## config.mk

```make
export PLATFORM = sky130hd
export DESIGN_NAME = nibble_packer
export DESIGN_NICKNAME = d
export VERILOG_FILES = /design/src/rtl/nibble_pkg.sv /design/src/rtl/nibble_timeout_ctr.sv /design/src/rtl/nibble_packer.sv
export SDC_FILE = /design/constraint.sdc
export NUM_CORES = 1
export LEC_CHECK = 0
export CAP_MARGIN = 10
export CORE_MARGIN = 4
export CORE_UTILIZATION = 45
export CTS_BUF_LIST = sky130_fd_sc_hd__clkbuf_4
export CTS_CLUSTER_DIAMETER = 120
export DETAILED_ROUTE_END_ITERATION = 16
export GPL_TIMING_DRIVEN = 0
export PLACE_DENSITY = 0.83
export SYNTH_ARGS = -nofsm -noshare
export SYNTH_HDL_FRONTEND = slang
export SYNTH_HIERARCHICAL = 1
export SYNTH_SLANG_ARGS = --single-unit
```

## constraint.sdc

```tcl
create_clock -name clk -period 1.7 [get_ports clk]
set_input_delay 0.425 -clock clk [delete_from_list [all_inputs] [get_ports clk]]
set_output_delay 0.425 -clock clk [all_outputs]
set_load 0.005 [all_outputs]
```

## src/rtl/nibble_pkg.sv

```systemverilog
// Shared types and constants for the nibble packer and its timeout counter.
package nibble_pkg;

  localparam int NIB_W  = 4;
  localparam int BYTE_W = 8;

  localparam logic [NIB_W-1:0] PAD_DEFAULT = 4'h0;

  typedef enum logic {
    EMPTY = 1'b0,
    HALF  = 1'b1
  } state_t;

endpackage

```

## src/rtl/nibble_timeout_ctr.sv

```systemverilog
// Saturating idle counter; expired is high once the count sits at TIMEOUT-1.
module nibble_timeout_ctr #(
  parameter int TIMEOUT = 16
) (
  input  logic clk,
  input  logic rst,
  input  logic clear,
  input  logic enable,
  output logic expired
);

  localparam int CNT_W = $clog2(TIMEOUT);
  localparam logic [CNT_W-1:0] LAST = CNT_W'(TIMEOUT - 1);

  logic [CNT_W-1:0] cnt;

  always_ff @(posedge clk) begin
    if (rst || clear) begin
      cnt <= '0;
    end else if (enable && (cnt != LAST)) begin
      cnt <= cnt + 1'b1;
    end
  end

  assign expired = (cnt == LAST);

endmodule

```

## src/rtl/nibble_packer.sv

```systemverilog
// Packs a valid/ready nibble stream into bytes with a one-byte output register;
// a dangling half-byte is padded out on timeout or flush.
module nibble_packer
  import nibble_pkg::*;
#(
  parameter int                 TIMEOUT    = 16,
  parameter logic [NIB_W-1:0]   PAD_NIBBLE = PAD_DEFAULT,
  parameter bit                 FIRST_HIGH = 1'b1
) (
  input  logic              clk,
  input  logic              rst,
  input  logic [NIB_W-1:0]  nib_in,
  input  logic              nib_valid,
  output logic              nib_ready,
  input  logic              swap_req,
  input  logic              flush,
  output logic [BYTE_W-1:0] data_out,
  output logic              swap_en,
  output logic              out_valid,
  input  logic              out_ready,
  output logic              partial
);

  // Handshake: a nibble transfers on any rising edge where nib_valid && nib_ready;
  // a byte transfers on any rising edge where out_valid && out_ready.

  state_t           state;
  logic [NIB_W-1:0] held_nib;
  logic             held_swap;
  logic             flush_pend;
  logic             slot_free;
  logic             hs;
  logic             expired;
  logic             force_req;

  assign slot_free = !out_valid || out_ready;
  assign nib_ready = !rst && ((state == EMPTY) || slot_free);
  assign hs        = nib_valid && nib_ready;
  assign force_req = (state == HALF) && (expired || flush || flush_pend);

  nibble_timeout_ctr #(.TIMEOUT(TIMEOUT)) u_ctr (
    .clk     (clk),
    .rst     (rst),
    .clear   ((state == EMPTY) && hs),
    .enable  ((state == HALF) && !hs),
    .expired (expired)
  );

  always_ff @(posedge clk) begin
    if (rst) begin
      state      <= EMPTY;
      held_nib   <= '0;
      held_swap  <= 1'b0;
      flush_pend <= 1'b0;
      data_out   <= '0;
      swap_en    <= 1'b0;
      partial    <= 1'b0;
      out_valid  <= 1'b0;
    end else begin
      if (out_ready) begin
        out_valid <= 1'b0;
      end
      case (state)
        EMPTY: begin
          if (hs) begin
            held_nib   <= nib_in;
            held_swap  <= swap_req;
            flush_pend <= 1'b0;
            state      <= HALF;
          end
        end
        HALF: begin
          if (hs) begin
            data_out   <= FIRST_HIGH ? {held_nib, nib_in} : {nib_in, held_nib};
            swap_en    <= held_swap;
            partial    <= 1'b0;
            out_valid  <= 1'b1;
            flush_pend <= 1'b0;
            state      <= EMPTY;
          end else if (force_req && slot_free) begin
            data_out   <= FIRST_HIGH ? {held_nib, PAD_NIBBLE} : {PAD_NIBBLE, held_nib};
            swap_en    <= held_swap;
            partial    <= 1'b1;
            out_valid  <= 1'b1;
            flush_pend <= 1'b0;
            state      <= EMPTY;
          end else if (flush) begin
            // Output slot busy: remember the flush until the byte can go out.
            flush_pend <= 1'b1;
          end
        end
        default: state <= EMPTY;
      endcase
    end
  end

endmodule
```

### After elaboration in Yosys (flattened, before gate mapping)

Index checks and enable logic that the tools add are counted.

| storage, ports and cells | value |
|---|---|
| register bits | 22 |
| input port bits | 10 |
| output and inout bits | 12 |
| logic and storage cells | 53 |

| cells by class | value |
|---|---|
| add/subtract/negate cells | 1 |
| eq/ne operators | 4 |
| multiplexer cells | 19 |
| bitwise operators | 1 |
| reduce and logical (&&, ||, !) cells | 19 |

Operators with widths:

| kind | number |
|---|---|
| $mux W8 | 2 |
| $mux W1 | 15 |
| $logic_and A1 B1 Y1 | 7 |
| $reduce_and A2 Y1 | 3 |
| $logic_or A1 B1 Y1 | 5 |
| $add A4 B1 Y4 const B | 1 |
| $eq A4 B4 Y1 const B | 1 |
| $ne A4 B2 Y1 const B | 1 |
| $ne A4 B4 Y1 const B | 1 |
| $pmux W1 S2 | 2 |
| $logic_not A1 Y1 | 3 |
| $ne A2 B2 Y1 const B | 1 |
| $reduce_bool A2 Y1 | 1 |
| $not A1 Y1 | 1 |

### Depth between registers and ports, before layout

Gate-level depths: netlist of run 1.

| depth | value |
|---|---|
| word-level depth | 8 |
| mapped depth | 6 |
| gate-level depth less buffers | 6 |

### Hierarchy

Netlist of run 1, hierarchy kept.

Modules (own cells, without submodules):

| module | instances | cells each | area each (µm²) | seq. area each (µm²) |
|---|---|---|---|---|
| nibble_packer | 1 | 71 | 724.4 | 360.3 |
| nibble_timeout_ctr | 1 | 22 | 211.5 | 80.1 |

### Worst setup path before layout of run 1

Ideal clock, no wire load.

| timing path | value |
|---|---|
| kind | input to register |
| from | input port out_ready |
| to | register u_ctr.cnt[3] |
| library setup time | 0.133 ns |
| arrival time | 1.609 ns |
| data required time | 1.567 ns |
| slack | -0.042 ns |
| stages on the path | 6 |
| buffers on the path | 1 |
| cell sequence | nand2b_1 clkbuf_1 a21boi_0 nand4_1 o211ai_2 o41ai_2 |

| between the ends | value |
|---|---|
| cells in the longest elaborated chain, start to end | 7 |
| elaborated cells on any way between the ends | 9 |
| those cells by class | reduce/logical (9) |

RTL lines:

| what | RTL line | RTL |
|---|---|---|
| start: declaration | nibble_packer.sv:20 | `input logic out_ready,` |
| $logic_or A1 B1 Y1 (*) | nibble_packer.sv:36 | `assign slot_free = !out_valid \|\| out_ready;` |
| $logic_or A1 B1 Y1 (*) | nibble_packer.sv:37 | `assign nib_ready = !rst && ((state == EMPTY) \|\| slot_free);` |
| $logic_and A1 B1 Y1 (*) | nibble_packer.sv:37 |  |
| $logic_and A1 B1 Y1 (*) | nibble_packer.sv:38 | `assign hs = nib_valid && nib_ready;` |
| $logic_not A1 Y1 | nibble_packer.sv:45 | `.enable ((state == HALF) && !hs),` |
| $logic_and A1 B1 Y1 | nibble_packer.sv:45 |  |
| $logic_and A1 B1 Y1 | nibble_timeout_ctr.sv:20 | `end else if (enable && (cnt != LAST)) begin` |
| end signal: assignment | nibble_timeout_ctr.sv:21 | `cnt <= cnt + 1'b1;` |
| end: declaration | nibble_timeout_ctr.sv:15 | `logic [CNT_W-1:0] cnt;` |

Every way passes the cells marked *; elsewhere a longest branch is shown, timed or not.
A chain may end at the register's enable or synchronous reset.

### Worst setup path after layout of run 1

| timing path | value |
|---|---|
| from | register u_ctr.cnt[1] |
| to | register data_out[6] |

| between the ends | value |
|---|---|
| cells in the longest elaborated chain, start to end | 7 |

RTL lines:

| what | RTL line | RTL |
|---|---|---|
| $eq A4 B4 Y1 | nibble_timeout_ctr.sv:25 | `assign expired = (cnt == LAST);` |
| via expired | nibble_packer.sv:33 | `logic expired;` |
| $logic_or A1 B1 Y1 (2 in a row) | nibble_packer.sv:39 | `assign force_req = (state == HALF) && (expired \|\| flush \|\| flush_pend);` |
| $logic_and A1 B1 Y1 | nibble_packer.sv:39 |  |
| $logic_and A1 B1 Y1 | nibble_packer.sv:80 | `end else if (force_req && slot_free) begin` |
| $reduce_bool A2 Y1 (no line) | -- |  |
| $reduce_and A2 Y1 (no line) | -- |  |
| end signal: assignment | nibble_packer.sv:74 | `data_out <= FIRST_HIGH ? {held_nib, nib_in} : {nib_in, held_nib};` |
| end signal: assignment | nibble_packer.sv:81 | `data_out <= FIRST_HIGH ? {held_nib, PAD_NIBBLE} : {PAD_NIBBLE, held_nib};` |
| end: declaration | nibble_packer.sv:17 | `output logic [BYTE_W-1:0] data_out,` |

The timed path passes the listed nets, and every way through them passes these cells.

==> summary.md, run 1 <==
| Metric | Value |
|---|---|
| CTS Buf Count | 3 |
| Commonest register cell after synthesis | dfxtp_1 |
| Period utilization | 97.6% |
| Clock transition at path regs | 120 ps |
| CORE AREA | 1960 µm² |
| Yosys warns | 6 |
| Post-synth EDFFs | 0 |
| Post-DRT Antenna Nets | 0 |
| Largest net degree at the start of global routing | 12 |
| Synth Area in Adders | 1.34% |
| Final Setup Violations | 0 |
| Fmax | 602 MHz |
| Area Overhead vs Synth | 43.7% |
| WP buf/inv | 2 |
| Most frequent cells in the layout | dfxtp_1, clkdlybuf4s50_1, nand2_1, buf_4 |
| Routed len/inst | 14.0 µm |
| Die footprint | 2870 µm² |
| Fin util | 68.6% |
| Final hold vios | 0 |
| Kind of critical path | register to register |
| Cells along the critical path | ha_4 > nand3_2 > inv_2 > or3_4 > o211ai_4 > buf_12 > mux2i_4 |
| Max_cap viols | 0 |
| H-tree depth | 1 |
| Nets@finish | 143 |
| Antenna Cells | 0 |
| Share of cells above drive strength 1 | 26.2% |
| Mux contribution to synthesized area | a little over a tenth |
| Die width | roughly 54 µm |
| HP Class | register to register |
| DR vias/cell | 5.25 |
| Initial antenna violation count | 0 |
| Startpoint Class | register |
| Grt total ovfl | 0 |
| First drt pass iteration count | 4 |
| Filler cell count | 163 |
| Row count | 16 |
| Vias in the first global route | 814 |
| Slew headroom | between 70% and 80% |
| Setup repair after global routing missed its margin | true |
| Syn avg cell area | 10.1 µm² |
| Yosys reg bits | 22 |
| First-pass GRT wire length | 3480 µm |
| Total GRT Usage | 16.6% |
| Post-synthesis sequential area ratio | 47.1% |
| Synth cell types | 33 |
| Crit-path leading delay family | simple AND/OR/NAND/NOR gates |
| Cells after synthesis | 93 |
| HPWL Detailed | 1380 µm |
| Worst Setup End Kind | register |
| Die height | 53.6 µm |
| Initial DRC count | 11 |
| Simple logic cell fraction of the synthesized area | about a fifth |
| Slowest cell on the critical path | or3_4 |
| Critical path data required time | 1950 ps |
| Leakage | 0.545 nW |
| Max FO, Critical Path | 5 |
| Outcome | complete, no violations |
| Bufs on Longest Clock Path | 2 |
| Storage element area | 443 µm² |
| XOR/XNOR Fraction of Synth Area | 0% |
| Critical path's largest stage delay | 380 ps |
| Multi-input gate area | 499 µm² |
| Clock skew | 4.73 ps |
| Leading cell type in the layout, fill and taps excluded | dfxtp_1 |
| Syn Std Cell Area | 936 µm² |
| Final WL | 2200 µm |
| Worst-Margin Slew | 422 ps |
| Largest family of logic cells by synthesized area | simple AND/OR/NAND/NOR gates |
| Clk_lat worst skew | 310 ps |
| DRC | 0 |
| DR vias | 824 |
| Root Buffer | clkbuf_4 |
| GPL Wtd Cong | 0.720 |
| Synth area leaders | dfxtp_1, mux2i_1, nand2_1, a32o_1, nor2_1 |
| Starting Density | 47.7% |
| Placed Cells incl. Taps | 141 |
| Maximum VDD drop | 581 µV |
| Non-filler cells, final | approximately 160 |
| Synth Net Count | 104 |
| Top cell type's share of synthesized area | 47.1% |
| Crit path DAT | ~1900 ps |
| Synth async-reset ratio | 0% |
| Sinks on Clock Net | 22 |
| I/O Buffers | 21 |
| P per Cell Area | 706 nW/µm² |
| IO Count | 22 |
| TritonCTS clock tree | done |
| Leading area contributor after synthesis | dfxtp_1 |
| Final worst path period need | 1660 ps |
| Pins over their slew limit | 0 |
| Compound-Gate Fraction of Synth Area | 18.3% |
-- power breakdown --
group | internal, mW | total [mW] | leakage [nW] | switching [mW]
Clock | 0.0829 | 0.240 | 0.0138 | 0.157
Sequential | 0.535 | 0.545 | 0.180 | 0.0106
Combinational | 0.0895 | 0.165 | 0.351 | 0.0755
Total | 0.707 | 0.950 | 0.545 | 0.243
-- metrics by stage --
step | power, mW | instance area [µm²] | setup TNS, ps | hold slack (ps) | worst slack (ps)
2_1_floorplan | 0.628 | 936 | 0 | 434 | 60.9
3_3_place_gp | 0.686 | 1180 | -4910 | 439 | -757
3_5_place_dp | 0.690 | 1180 | -5850 | 446 | -759
4_1_cts | 0.935 | 1310 | 0 | 464 | 18.2
5_1_grt | 0.985 | 1350 | -35.0 | 463 | -26.9
6_report | 0.950 | 1350 | 0 | 462 | 40.0
-- sequential cells by signal, indices dropped and copies added (netlist names) --
signal / flops
data_out: 8
flush_pend: 1
held_nib: 4
held_swap: 1
out_valid: 1
partial: 1
state: 1
swap_en: 1
u_ctr/cnt: 4
-- worst paths after layout --
kind                                   from                  endpoint  cells after the start  slack (ps)
setup / recovery  u_ctr/cnt[1]$_SDFFE_PP0P_  data_out[6]$_SDFFE_PP0P_                      7          40
hold / removal     held_nib[0]$_SDFFE_PP0P_  data_out[4]$_SDFFE_PP0P_                      2         460
setup reg to reg  u_ctr/cnt[1]$_SDFFE_PP0P_  data_out[6]$_SDFFE_PP0P_                      7          40
hold reg to reg    held_nib[0]$_SDFFE_PP0P_  data_out[4]$_SDFFE_PP0P_                      2         460
-- final cells by class --
cell class | instances | area share [%]
buffer | 4 | 1.67
timing repair buffer | 34 | 23.3
clock buffer | 3 | 1.67
multi-input combinational | 64 | 37.1
inverter | 3 | 0.837
tap | 27 | 2.51
sequential | 22 | 32.9
-- kinds of logic after synthesis --
family / Yosys count
multiplexers: 10
AND/OR/NAND/NOR: 34
adder cells (fa/ha/maj): 1
AO/OA/AOI/OAI: 19
flip-flops: 22
buffers and inverters: 7
-- cells in the mapped netlist (2+ instances only) --
master / count
o21ai_0: 2
dfxtp_1: 22
a21oi_1: 3
inv_1: 2
clkbuf_1: 3
nor2_1: 9
mux2i_1: 10
nand4b_1: 2
a32o_1: 4
nand2_1: 13
-- layer usage --
layer	global-route usage (%)	part of all wire, %
met1	20.4	45
met2	26.9	50
met3	5.82	4.5
met4	5.96	1.0
met5	0	0
-- worst register-to-register path: stages, from the launching register on --
cell and delay, ps:
dfxtp_2 360, ha_4 160, nand3_2 80, inv_2 50, or3_4 380, o211ai_4 210, buf_12 150, mux2i_4 210
-- what timing repair did --
action	in CTS	in global routing
endpoints found under the setup margin	13	13
setup buffers	10	3
resized for setup	14	7
gates cloned	0	0
endpoints found under the hold margin	0	0
hold buffers	0	0
pin swaps	4	2
Note: power is estimated with default switching activity, not from simulation.
==> run 2, diff against run 1 <==
==> constraint.sdc (replaced) <==
create_clock -name clk -period 1.7 [get_ports clk]
set_input_delay 0.255 -clock clk [delete_from_list [all_inputs] [get_ports clk]]
set_output_delay 0.255 -clock clk [all_outputs]
set_load 0.005 [all_outputs]
==> run 2 against run 1 <==
Against the previous run:
- critical path depth unchanged
- utilization increased by 1.1 points
- fmax decreased by 1.7%
- via count decreased by 2.4%
- clock skew increased by 5.1 ps
- highest routed layer unchanged
- count of clock-buffer cells in the layout unchanged
- critical path type unchanged
- hold slack got worse by 12 ps
- sequential share of layout area decreased by 0.24 points
- flip-flop and latch count unchanged
- power increased by 18%
==> summary.md, run 2 (synthesis results as in run 1) <==
| Metric | Value |
|---|---|
| Initial antenna violation count | 0 (unchanged) |
| Row count | 16 (unchanged) |
| Clock skew | 9.79 ps (+5.06 ps) |
| Outcome | complete, no violations |
| DR vias | 804 (-2.4%) |
| Placed Cells incl. Taps | 141 (unchanged) |
| CTS Buf Count | 3 (unchanged) |
| Maximum VDD drop | 573 µV (-1.5%) |
| Setup repair after global routing missed its margin | true |
| Startpoint Class | register |
| Final Power | 1.12 mW (+18%) |
| Post-DRT Antenna Nets | 0 (unchanged) |
| Crit path DAT | 1940 ps (+30 ps) |
| Sinks on Clock Net | 22 (unchanged) |
| Pins over their slew limit | 0 (unchanged) |
| Total GRT Usage | 17.1% (+0.44 points) |
| HPWL Detailed | 1390 µm (+0.64%) |
| First-pass GRT wire length | 3490 µm (+0.20%) |
| Kind of critical path | register to register |
| Die width | 53.6 µm (unchanged) |
| Leakage | 0.552 nW (+1.4%) |
| HP Class | primary input to register |
| Worst-Margin Slew | 475 ps (+53.0 ps) |
| Starting Density | 47.7% (unchanged) |
| Fmax | 592 MHz (-1.7%) |
| Max_cap viols | 0 (unchanged) |
| Worst Setup End Kind | register |
| P per Cell Area | 818 nW/µm² (+16%) |
| Largest register FFs | 8 (unchanged) |
| Final Setup Violations | 0 (unchanged) |
| IO Count | 22 (unchanged) |
| Final worst path period need | 1690 ps (+29.2 ps) |
| Nets@finish | 140 (-2.1%) |
| Root Buffer | clkbuf_4 |
| Period utilization | 99.4% (+1.7 points) |
| Share of cells above drive strength 1 | 22.7% (-3.5 points) |
| Bufs on Longest Clock Path | 2 (unchanged) |
| Reg with most FFs | data_out |
| Die footprint | 2870 µm² (unchanged) |
| Pre-CTS setup slack | -573 ps (+186 ps) |
| Area Overhead vs Synth | 46.0% |
| Critical path data required time | 1950 ps (about the same) |
| Max FO, Critical Path | 5 (unchanged) |
| Worst Slack Setup Final | 10.8 ps (-29.2 ps) |
| Slew headroom | 68.3% (-3.6 points) |
| Largest net degree at the start of global routing | 14 (+2) |
| Final WL | 2130 µm (-3.1%) |
| Routed len/inst | 13.7 µm (-1.8%) |
| Clk_lat worst skew | 320 ps (about the same) |
| Setup TNS | 0 ps (unchanged) |
| I/O Buffers | 21 (unchanged) |
| Final hold vios | 0 (unchanged) |
| GPL Wtd Cong | 0.735 (+2.1%) |
| CORE AREA | 1960 µm² (unchanged) |
| DR vias/cell | 5.19 (-1.2%) |
| TritonCTS clock tree | done |
| H-tree depth | 1 (unchanged) |
| Vias in the first global route | 784 (-3.7%) |
| Die height | 53.6 µm (unchanged) |
| Clock transition at path regs | 130 ps (about the same) |
| Grt total ovfl | 0 (unchanged) |
| Antenna Cells | 0 (unchanged) |
| Non-filler cells, final | 155 (-1.3%) |
| Most frequent cells in the layout | dfxtp_1, clkdlybuf4s50_1, nand2_1, mux2i_1 |
| DRC | 0 (unchanged) |
| Largest regs | data_out (8), held_nib (4), u_ctr/cnt (4) |
| Initial DRC count | 14 (+3) |
| First drt pass iteration count | 4 (unchanged) |
[run 2: layer usage]
metal / part of all wire [%] / vias to the layer above / GRT usage [%] / routed length [µm]
met4: 1.3 / 0 / 6.38 / 27
met5: 0 / - / 0 / 0
met1: 44 / 378 / 20.7 / 948
met2: 50 / 18 / 28.8 / 1070
met3: 4.1 / 3 / 4.43 / 88
li1: - / 405 / - / -
[run 2: what timing repair did]
item                                    4_1_cts  5_1_grt
pin swaps                                     2        3
endpoints found under the setup margin       13        8
cloned                                        1        0
hold buffers                                  0        0
buffers inserted                              6        4
resized for setup                            13        0
[run 2: worst paths after layout]
| kind | startpoint | end | slack [ps] | cells past startpoint |
|---|---|---|---|---|
| setup / recovery | u_ctr/cnt[1]$_SDFFE_PP0P_ | swap_en$_SDFFE_PP0P_ | 10 | 7 |
| hold / removal | rst | u_ctr/cnt[3]$_SDFFE_PP0P_ | 450 | 2 |
| setup reg to reg | u_ctr/cnt[1]$_SDFFE_PP0P_ | swap_en$_SDFFE_PP0P_ | 10 | 7 |
| hold reg to reg | data_out[5]$_SDFFE_PP0P_ | data_out[5]$_SDFFE_PP0P_ | 470 | 2 |
[run 2: critical path: stages (launching register included)]
cell      delay, ps
dfxtp_2         360
ha_4            160
nand3_2          80
inv_2            50
or3_4           380
o211ai_4        260
buf_12          160
mux2i_1         170
[run 2: stage by stage]
step                cell area, µm²  hold WS [ps]  utilization, %
floorplan                      936           353               -
global placement              1180           446            60.1
detailed placement            1180           455            60.1
CTS                           1340           436            68.1
global route                  1370           471            69.6
finish                        1370           450            69.6
[run 2: layout make-up]
| type | instances | area, µm² |
|---|---|---|
| fill | 157 | 596 |
| multi-input combinational | 64 | 484 |
| sequential | 22 | 447 |
| timing repair buffer | 32 | 323 |
| tap | 27 | 33.8 |
| clock inverter | 1 | 30.0 |
| clock buffer | 3 | 22.5 |
| buffer | 3 | 15.0 |
| inverter | 3 | 11.3 |
[run 2: power by group]
part,total [mW],switching [mW],internal (mW)
sequential,0.546,0.0109,0.535
clock,0.411,0.172,0.239
combinational,0.162,0.0732,0.0889
total,1.12,0.256,0.862
